$ cat config.mk
export PLATFORM = sky130hd
export DESIGN_NAME = jtag_tap_ir_decode
export DESIGN_NICKNAME = d
export VERILOG_FILES = /design/src/rtl/jtag_tap_ir_decode.sv
export SDC_FILE = /design/constraint.sdc
export NUM_CORES = 1
export LEC_CHECK = 0
export ABC_AREA = 1
export CORE_UTILIZATION = 43
export CTS_CLUSTER_SIZE = 30
export DETAILED_ROUTE_END_ITERATION = 10
export PLACE_DENSITY = 0.7
export SLEW_MARGIN = 40
export SYNTH_ARGS = -nofsm -noshare
export SYNTH_HDL_FRONTEND = slang
export SYNTH_SLANG_ARGS = --single-unit
$ cat constraint.sdc
create_clock -name tck -period 1.4 [get_ports tck]
set_clock_uncertainty 0.15 [all_clocks]
set_input_delay 0.35 -clock tck [delete_from_list [all_inputs] [get_ports tck]]
set_output_delay 0.35 -clock tck [all_outputs]
set_load 0.05 [all_outputs]
$ cat src/rtl/jtag_tap_ir_decode.sv
// JTAG TAP instruction register with one-hot decode and scan-length check.
// Optional parity bit on the IR scan: define JTAG_IR_PARITY_EN.
module jtag_tap_ir_decode #(
  parameter int               WIDTH       = 4,
  parameter logic [WIDTH-1:0] INSN_IDCODE = WIDTH'(2),
  parameter logic [WIDTH-1:0] INSN_BYPASS = '1,
  parameter logic [WIDTH-1:0] USER_BASE   = WIDTH'(8),
  parameter int               NUM_USER    = 4,
  parameter int               CNT_W       = 6
) (
  input  logic                tck,
  input  logic                trstn,
  input  logic                tdi,
  input  logic                state_test_logic_reset,
  input  logic                state_capture_ir,
  input  logic                state_shift_ir,
  input  logic                state_update_ir,
  input  logic [WIDTH-3:0]    status_in,
  output logic                insn_tdo,
  output logic [WIDTH-1:0]    ir_out,
  output logic                sel_idcode,
  output logic                sel_bypass,
  output logic [NUM_USER-1:0] sel_user,
  output logic                ir_len_err
`ifdef JTAG_IR_PARITY_EN
  ,
  output logic                ir_par_err
`endif
);

`ifdef JTAG_IR_PARITY_EN
  localparam int SRW = WIDTH + 1;
`else
  localparam int SRW = WIDTH;
`endif

  localparam logic [CNT_W-1:0] SCAN_LEN = CNT_W'(SRW);

  logic [SRW-1:0]   sr_q, sr_d, cap_w;
  logic [CNT_W-1:0] cnt_q, cnt_d;
  logic [WIDTH-1:0] ir_q, ir_d;
  logic             len_q, len_d;
  logic             par_q, par_d;
  logic             tlr;

  assign tlr = state_test_logic_reset;

`ifdef JTAG_IR_PARITY_EN
  assign cap_w = {1'b0, status_in, 2'b01};
`else
  assign cap_w = {status_in, 2'b01};
`endif

  always_comb begin
    sr_d  = sr_q;
    cnt_d = cnt_q;
    if (tlr) begin
      sr_d  = '0;
      cnt_d = '0;
    end else if (state_capture_ir) begin
      sr_d  = cap_w;
      cnt_d = '0;
    end else if (state_shift_ir) begin
      sr_d = {tdi, sr_q[SRW-1:1]};
      if (cnt_q != '1) cnt_d = cnt_q + 1'b1;
    end
  end

  always_ff @(posedge tck) begin
    if (!trstn) begin
      sr_q  <= '0;
      cnt_q <= '0;
    end else begin
      sr_q  <= sr_d;
      cnt_q <= cnt_d;
    end
  end

  // cnt==0 means Capture-Exit1-Update with no shift: keep the old insn
  always_comb begin
    ir_d  = ir_q;
    len_d = len_q;
    par_d = par_q;
    if (tlr) begin
      ir_d  = INSN_IDCODE;
      len_d = 1'b0;
      par_d = 1'b0;
    end else if (state_update_ir && cnt_q != '0) begin
      if (cnt_q == SCAN_LEN) begin
`ifdef JTAG_IR_PARITY_EN
        if (^sr_q) begin
          ir_d = sr_q[WIDTH-1:0];
        end else begin
          ir_d  = INSN_BYPASS;
          par_d = 1'b1;
        end
`else
        ir_d = sr_q[WIDTH-1:0];
`endif
      end else begin
        ir_d  = INSN_BYPASS;
        len_d = 1'b1;
      end
    end
  end

  always_ff @(negedge tck) begin
    if (!trstn) begin
      ir_q  <= INSN_IDCODE;
      len_q <= 1'b0;
      par_q <= 1'b0;
    end else begin
      ir_q  <= ir_d;
      len_q <= len_d;
      par_q <= par_d;
    end
  end

  logic                id_hit, bp_hit;
  logic [NUM_USER-1:0] user_hit;

  assign id_hit = (ir_q == INSN_IDCODE);
  assign bp_hit = (ir_q == INSN_BYPASS);

  for (genvar i = 0; i < NUM_USER; i++) begin : g_user
    localparam logic [WIDTH-1:0] OP = USER_BASE + WIDTH'(i);
    assign user_hit[i] = (ir_q == OP);
  end

  // IDCODE wins over an overlapping user opcode, BYPASS over the rest
  assign sel_idcode = id_hit;
  assign sel_user   = user_hit & {NUM_USER{~id_hit & ~bp_hit}};
  assign sel_bypass = ~id_hit & (bp_hit | ~(|user_hit));

  assign insn_tdo   = sr_q[0];
  assign ir_out     = ir_q;
  assign ir_len_err = len_q;
`ifdef JTAG_IR_PARITY_EN
  assign ir_par_err = par_q;
`else
  logic unused_par;
  assign unused_par = par_q;
`endif

endmodule
==> results of run 1 <==
synthesized netlist by cell type:
| cell | number | share of area [%] |
|---|---|---|
| nand4_1 | 2 | 1.6 |
| o21ai_1 | 1 | 0.63 |
| nor2_2 | 1 | 0.79 |
| o21ai_0 | 6 | 3.8 |
| clkbuf_8 | 1 | 1.7 |
| o221ai_1 | 1 | 1.1 |
| nor2_4 | 1 | 1.4 |
| nor2_1 | 19 | 9.0 |
| nor3_1 | 5 | 3.1 |
| ha_1 | 2 | 3.1 |
| nand2_1 | 22 | 10 |
| inv_2 | 2 | 0.94 |
| nand2_4 | 2 | 2.8 |
| dfxtp_1 | 15 | 38 |
| a31oi_1 | 1 | 0.79 |
| a21oi_1 | 8 | 5.0 |
| nand3_1 | 7 | 4.4 |
| inv_1 | 20 | 9.4 |
| xor2_1 | 2 | 2.2 |
logic make-up after synthesis:
group,share of synthesized area (%)
and+or+nand+nor,33.5
adders and majority gates,3.14
DFF,37.7
buffers and inverters,12.1
xor gates and xnor gates,2.20
AOI/OAI and AO/OA,11.3
stage by stage:
stage / hold WS (ps) / setup TNS [ps] / cell area (um^2) / utilization [%] / setup WS [ps]
CTS: 332 / -12210 / 1620 / 93.7 / -1070
detailed placement: 324 / -13260 / 1450 / 84.1 / -869
global placement: 328 / -12750 / 1450 / 84.1 / -829
floorplan: 303 / -8520 / 915 / - / -962
what timing repair did:
action | 4_1_cts
gates cloned | 0
pin swaps | 11
endpoints found under the hold margin | 0
resized for setup | 37
buffers inserted | 4
setup endpoints to repair | 24
==> impl_metrics.py, run 1 <==
metrics = {
    "synth": {
        "syn-cell-area_um2": 796,
        "ys_types": 19,
        "syn_nets": 129,
        "ys_warn_count": 0,
        "synth_seq_cells": 15,
        "yosysSeqAreaShare_pct": 37.7,
        "netlist_instances": 118,
        "postSynthAreaPerCell_um2": 6.74,
    },
    "placement": {
        "placed_cells": 187,
        "gp_congestion": 0.781,
        "port_buffers": 20,
        "hpwl_um": 1860,
    },
    "clocking": {
        "cts_sinks": 15,
        "cts_hold_buf": 0,
        "h-tree-depth": 1,
        "cts_made_buffers": 3,
        "clock_path_buffers": 2,
        "cts_root_buf": "clkbuf_4",
    },
    "die": {
        "io_pins": 21,
        "rows": 15,
        "die_y_um": 45.0,
        "initial_core_util_pct": 46.1,
        "die_w_um": 45.0,
    },
    "status": {
        "status": "did not finish",
        "error_line": "[ERROR DPL-0033] detailed placement checks failed during check placement.",
        "stop_stage": "global routing (5_1_grt)",
    },
    "global_routing": {
        "grt_max_degree": 10,
        "antenna_found_initial": 0,
    },
    "timing": {
        "worstEndpointType": "top-level output",
        "repair-timing-grt-worst-ep": "sel_idcode",
    },
}
==> run 2: changes to the inputs <==
--- a/config.mk
+++ b/config.mk
@@ -6,10 +6,10 @@
 export NUM_CORES = 1
 export LEC_CHECK = 0
 export ABC_AREA = 1
-export CORE_UTILIZATION = 43
-export CTS_CLUSTER_SIZE = 30
+export CORE_AREA = 2 2 63 65
 export DETAILED_ROUTE_END_ITERATION = 10
-export PLACE_DENSITY = 0.7
+export DIE_AREA = 0 0 65 67
+export PLACE_DENSITY_LB_ADDON = 0.15
 export SLEW_MARGIN = 40
 export SYNTH_ARGS = -nofsm -noshare
 export SYNTH_HDL_FRONTEND = slang
==> impl_metrics.py, run 2 <==
metrics = {
    "clocking": {
        "path_clk_slew_ps": 40,
        "tritoncts": "yes",
        "clock_path_buffers": 2,
        "clk_latency_ps": 250,
        "cts_sinks": 15,
        "cts_made_buffers": 3,
        "cts_root_buf": "clkbuf_8",
        "cts_hold_buf": 0,
        "h-tree-depth": 1,
    },
    "synth": {
        "ys_types": 19,
        "postSynthAreaPerCell_um2": 6.74,
        "syn-cell-area_um2": 796,
        "netlist_instances": 118,
        "ys_top_cells_by_count": "nand2_1 (22), inv_1 (20), nor2_1 (19)",
        "synthArstFlopShare_pct": 0,
        "synth_top_area_cell": "dfxtp_1",
        "ys_top_cells_by_area": "dfxtp_1 (38%), nand2_1 (10%), inv_1 (9.4%)",
        "synth_edf_count": 0,
        "synthFlopType": "dfxtp_1",
        "synth_top_area_share_pct": 37.7,
        "synth_seq_cells": 15,
        "yosysSeqAreaShare_pct": 37.7,
        "ys_warn_count": 0,
        "syn_nets": 129,
        "synth.most_common_cell": "nand2_1",
    },
    "final_layout": {
        "layout_commonest_cell": "buf_4",
        "fill_cells": 359,
        "nets": 191,
        "most-common-layout-cells": "buf_4 (27), nor2_1 (13), buf_12 (13), inv_1 (12), nand2_1 (12)",
        "fin_util_pct": 49.3,
        "syn_to_final_growth_pct": 124,
        "n_antenna_cell": 0,
        "drive_gt1_share_pct": 62.6,
        "largest_register_ffs": 6,
        "regMostFlops": "cnt_q",
    },
    "route": {
        "antenna_left": 0,
        "totalWireLength_um": 2220,
        "wl_per_cell_um": 9.80,
        "avgViaCountPerCell": 4.21,
        "drtIter0Drc": 9,
        "dr.pass1.iters": 4,
        "vias": 955,
        "drc": 0,
    },
    "power": {
        "p_total_mw": 1.02,
        "peakVddDrop_mv": 0.370,
        "p_leak_nw": 0.745,
        "powerDensity_nw_per_um2": 576,
    },
    "die": {
        "die_w_um": 65,
        "initial_core_util_pct": 22.1,
        "rows": 22,
        "core_um2": 3610,
        "dieArea_um2": 4360,
        "die_y_um": 67,
        "io_pins": 21,
    },
    "status": {
        "violations": "negative setup slack",
        "status": "finished with violations",
    },
    "global_routing": {
        "grt_pass1_wl_um": 3730,
        "track_usage_pct": 10.9,
        "gr-total-overflow": 0,
        "grtUsageMet3_pct": 1.69,
        "grt_max_degree": 10,
        "use_met1_pct": 11.1,
        "grt_pass1_vias": 916,
        "grt_util_met2_pct": 21.8,
        "antenna_found_initial": 0,
        "grt-busiest-layer": "met2",
    },
    "placement": {
        "port_buffers": 20,
        "gp_congestion": 0.797,
        "hpwl_um": 1780,
    },
    "timing": {
        "worst_slew_pin_slew_ps": 209,
        "setup_tns_ps": -11550,
        "slew_headroom_pct": 86.0,
        "setup_ws_ps": -997,
        "rsz0062_at_grt": "true",
        "setup_viol": 17,
        "finalHoldViolCount": 0,
        "timing.hold.ws_ps": 339,
        "slew_violations": 0,
    },
    "critical_path": {
        "crit_required_ps": 900,
        "crit_path_max_fanout": 5,
        "path_class": "reg -> out",
        "end_kind": "output port",
        "critPathLaunchType": "flop",
        "crit_arrival_ps": 1900,
    },
    "run": {
        "cap_violations": 0,
    },
    "worst_hold_path": {
        "hold_class": "reg -> reg",
    },
}
==> run 2: final cells by class <==
cell class                      instances  area (um^2)  area share (%)
Clock inverter                          6         23.8            1.34
Inverter                               21         86.3            4.85
Timing Repair Buffer                   54          611            34.3
Clock buffer                            3         41.3            2.32
Multi-Input combinational cell         80          631            35.4
Tap cell                               48         60.1            3.38
Sequential cell                        15          327            18.4
==> run 2: through the flow <==
stage | worst slack (ps) | instance area, um^2 | std cells
2_1_floorplan | -962 | 915 | 118
3_3_place_gp | -899 | 1490 | 211
3_5_place_dp | -944 | 1490 | 211
4_1_cts | -1020 | 1660 | 224
5_1_grt | -1050 | 1780 | 227
6_report | -997 | 1780 | 227
==> run 2: worst max-delay path, cell delays in order, from the launching register on <==
cell     delay (ps)
dfxtp_4         350
nor2_4          110
inv_2            70
nor3_4          190
buf_12          160
==> run 2: logic make-up after synthesis <==
logic type / share of synthesized area, %
simple gates: 33.5
xor+xnor: 2.20
compound gates: 11.3
flops: 37.7
fa+ha+maj: 3.14
buf+inv: 12.1
==> run 2: layer usage <==
metal	wire length, um	part of all wire [%]	vias up
met5	0	0	-
met4	14	0.63	0
met3	64	2.9	2
met2	1250	56	12
met1	890	40	444
li1	-	-	497
==> run 2: repair_timing <==
action,CTS,global route
endpoints found under the setup margin,23,24
resized for setup,25,30
setup buffers,5,3
pin swaps,8,12
==> run 2: power by group <==
part	leakage (nW)	total, mW	switching (mW)	internal (mW)
Combinational	0.569	0.192	0.0943	0.0974
Clock	0.0483	0.399	0.185	0.214
Sequential	0.128	0.434	0.00607	0.428
Total	0.745	1.02	0.286	0.739
==> run 2: worst paths after layout <==
kind / slack (ps) / from / depth (start not counted) / to
min reg2reg: 340 / ir_len_err / 2 / ir_len_err
max reg2reg: -460 / cnt_q[0] / 7 / ir_out[3]
max: -1000 / ir_out[0] / 4 / sel_idcode
min: 340 / ir_len_err / 2 / ir_len_err
(Power assumes the default switching activity.)
==> run 3: changes to the inputs <==
==> constraint.sdc (replaced) <==
create_clock -name tck -period 2.35 [get_ports tck]
set_clock_uncertainty 0.15 [all_clocks]
set_input_delay 0.5875 -clock tck [delete_from_list [all_inputs] [get_ports tck]]
set_output_delay 0.5875 -clock tck [all_outputs]
set_load 0.05 [all_outputs]
==> impl_metrics.py, run 3 (synthesized netlist as in run 2, its figures left out) <==
metrics = {
    "placement": {
        "gp_congestion": 0.740,
        "port_buffers": 20,
        "hpwl_um": 1750,
        "placed_cells": 207,
    },
    "global_routing": {
        "grt_pass1_vias": 878,
        "track_usage_pct": 11.1,
        "grt_max_degree": 10,
        "antenna_found_initial": 0,
        "gr-total-overflow": 0,
        "grt_pass1_wl_um": 3720,
    },
    "power": {
        "p_leak_nw": 0.709,
        "p_sw_share_pct": 28.1,
        "peakVddDrop_mv": 0.357,
        "powerDensity_nw_per_um2": 370,
        "switchingPower_uw": 168,
        "p_comb_share_pct": 16.3,
        "p_seq_share_pct": 43.5,
        "power.internal_uw": 429,
        "clockPowerShare_pct": 40.2,
    },
    "critical_path": {
        "path_buf_inv": 3,
        "path_delay_family": "buffers and inverters",
        "crit_path_max_fanout": 2,
        "crit_chain": "inv_4 > nor2_4 > buf_4 > o21ai_4 > buf_12",
        "crit_required_ps": 1610,
        "slowest_stage": "dfxtp_4",
        "path_class": "reg -> out",
        "cpPeakStageDelay_ps": 340,
        "end_kind": "output port",
        "crit_arrival_ps": 2350,
        "critPathLaunchType": "flop",
        "rrSetupSlack_ps": -20,
    },
    "die": {
        "initial_core_util_pct": 22.1,
        "io_pins": 21,
        "dieArea_um2": 4360,
        "core_um2": 3610,
        "rows": 22,
        "die_w_um": 65,
        "die_y_um": 67,
    },
    "route": {
        "met2_length_um": 1190,
        "wl_per_cell_um": 10.0,
        "vias": 910,
        "dr.pass1.iters": 4,
        "antenna_left": 0,
        "wl_met3_um": 99,
        "drc": 0,
        "drtIter0Drc": 13,
        "avgViaCountPerCell": 4.16,
        "wl_met1_um": 886,
        "top_layer_used": "met4",
        "totalWireLength_um": 2200,
    },
    "final_layout": {
        "largest_register_ffs": 6,
        "fin_util_pct": 44.7,
        "n_antenna_cell": 0,
        "regMostFlops": "cnt_q",
        "nets": 183,
        "layout_commonest_cell": "buf_4",
        "most-common-layout-cells": "buf_4 (21), nand2_1 (17), inv_1 (16), nor2_1 (13), buf_12 (11)",
        "syn_to_final_growth_pct": 103,
        "final_cells": 219,
        "drive_gt1_share_pct": 48.5,
    },
    "clocking": {
        "cts_root_buf": "clkbuf_8",
        "tritoncts": "yes",
        "cts_sinks": 15,
        "cts_made_buffers": 3,
        "clock_path_buffers": 2,
        "clk_latency_ps": 250,
        "h-tree-depth": 1,
        "path_clk_slew_ps": 70,
    },
    "timing": {
        "setup_viol": 14,
        "slew_headroom_pct": 66.4,
        "rsz0062_at_grt": "true",
        "worst_slew_pin_slew_ps": 503,
        "setup_ws_ps": -735,
        "finalHoldViolCount": 0,
        "slew_violations": 0,
    },
    "worst_hold_path": {
        "hold_class": "reg -> reg",
    },
    "status": {
        "violations": "negative setup slack",
        "status": "finished with violations",
    },
    "run": {
        "cap_violations": 0,
    },
}
run 3: cell types whose count changed in the layout (fill, tap and decap cells not counted), sizes merged:
cell and delta:
clkdlybuf4s50 +1, buf -9, dlymetal6s2s -1, clkinv +1, clkdlybuf4s15 +1, clkinvlp -1
run 3: layer usage:
layer	up-vias	GRT usage [%]
met4	0	3.46
met1	411	11.3
met5	-	0
met3	5	3.38
met2	17	21.4
li1	477	-
run 3: through the flow:
stage	instance area (um^2)	setup TNS (ps)	power, mW	hold slack [ps]	setup WS [ps]
CTS	1570	-6890	0.600	352	-742
detailed placement	1440	-5960	0.371	325	-540
floorplan	920	-3830	0.325	300	-725
global placement	1440	-5810	0.369	322	-517
finish	1610	-6820	0.596	351	-735
global route	1610	-7600	0.631	372	-807
run 3: final cells by class:
type | count | area (um^2)
Clock buffer | 3 | 41.3
Tap cell | 48 | 60.1
Inverter | 21 | 86.3
Timing Repair Buffer | 46 | 522
Sequential cell | 15 | 322
Multi-Input combinational cell | 80 | 559
Clock inverter | 6 | 22.5
Fill cell | 369 | 1990
run 3: power groups by stage:
stage          sequential [mW]  clock [mW]  combinational (mW)
3_5_place_dp             0.264      0.0157              0.0909
4_1_cts                  0.259       0.247              0.0937
2_1_floorplan            0.272      0.0157              0.0374
5_1_grt                  0.260       0.267               0.104
3_3_place_gp             0.264      0.0157              0.0899
6_report                 0.260       0.239              0.0971
run 3: tightest hold or removal path, stage by stage (launching register included):
cell and delay [ps]:
dfxtp_1 310, inv_1 70, a31oi_1 70
run 3: repair_timing:
action	4_1_cts	5_1_grt
pin swaps	10	10
gates resized for setup	18	14
hold buffers	0	0
buffers inserted	4	1
cloned	0	0
endpoints found under the setup margin	16	16
hold endpoints to repair	0	0
run 3: worst paths after layout:
path | from | cells past startpoint | endpoint
setup / recovery | ir_out[1] | 5 | sel_bypass
hold / removal | sr_q[1] | 2 | sr_q[0]
setup reg to reg | cnt_q[0] | 7 | ir_out[0]
hold reg to reg | sr_q[1] | 2 | sr_q[0]
==> run 4: changes to the inputs <==
--- a/config.mk
+++ b/config.mk
@@ -6,6 +6,7 @@
 export NUM_CORES = 1
 export LEC_CHECK = 0
 export ABC_AREA = 1
+export CAP_MARGIN = 30
 export CORE_AREA = 2 2 63 65
 export DETAILED_ROUTE_END_ITERATION = 10
 export DIE_AREA = 0 0 65 67
==> results of run 4 <==
The final DEF is identical to that of run 3; final timing and power are the same.
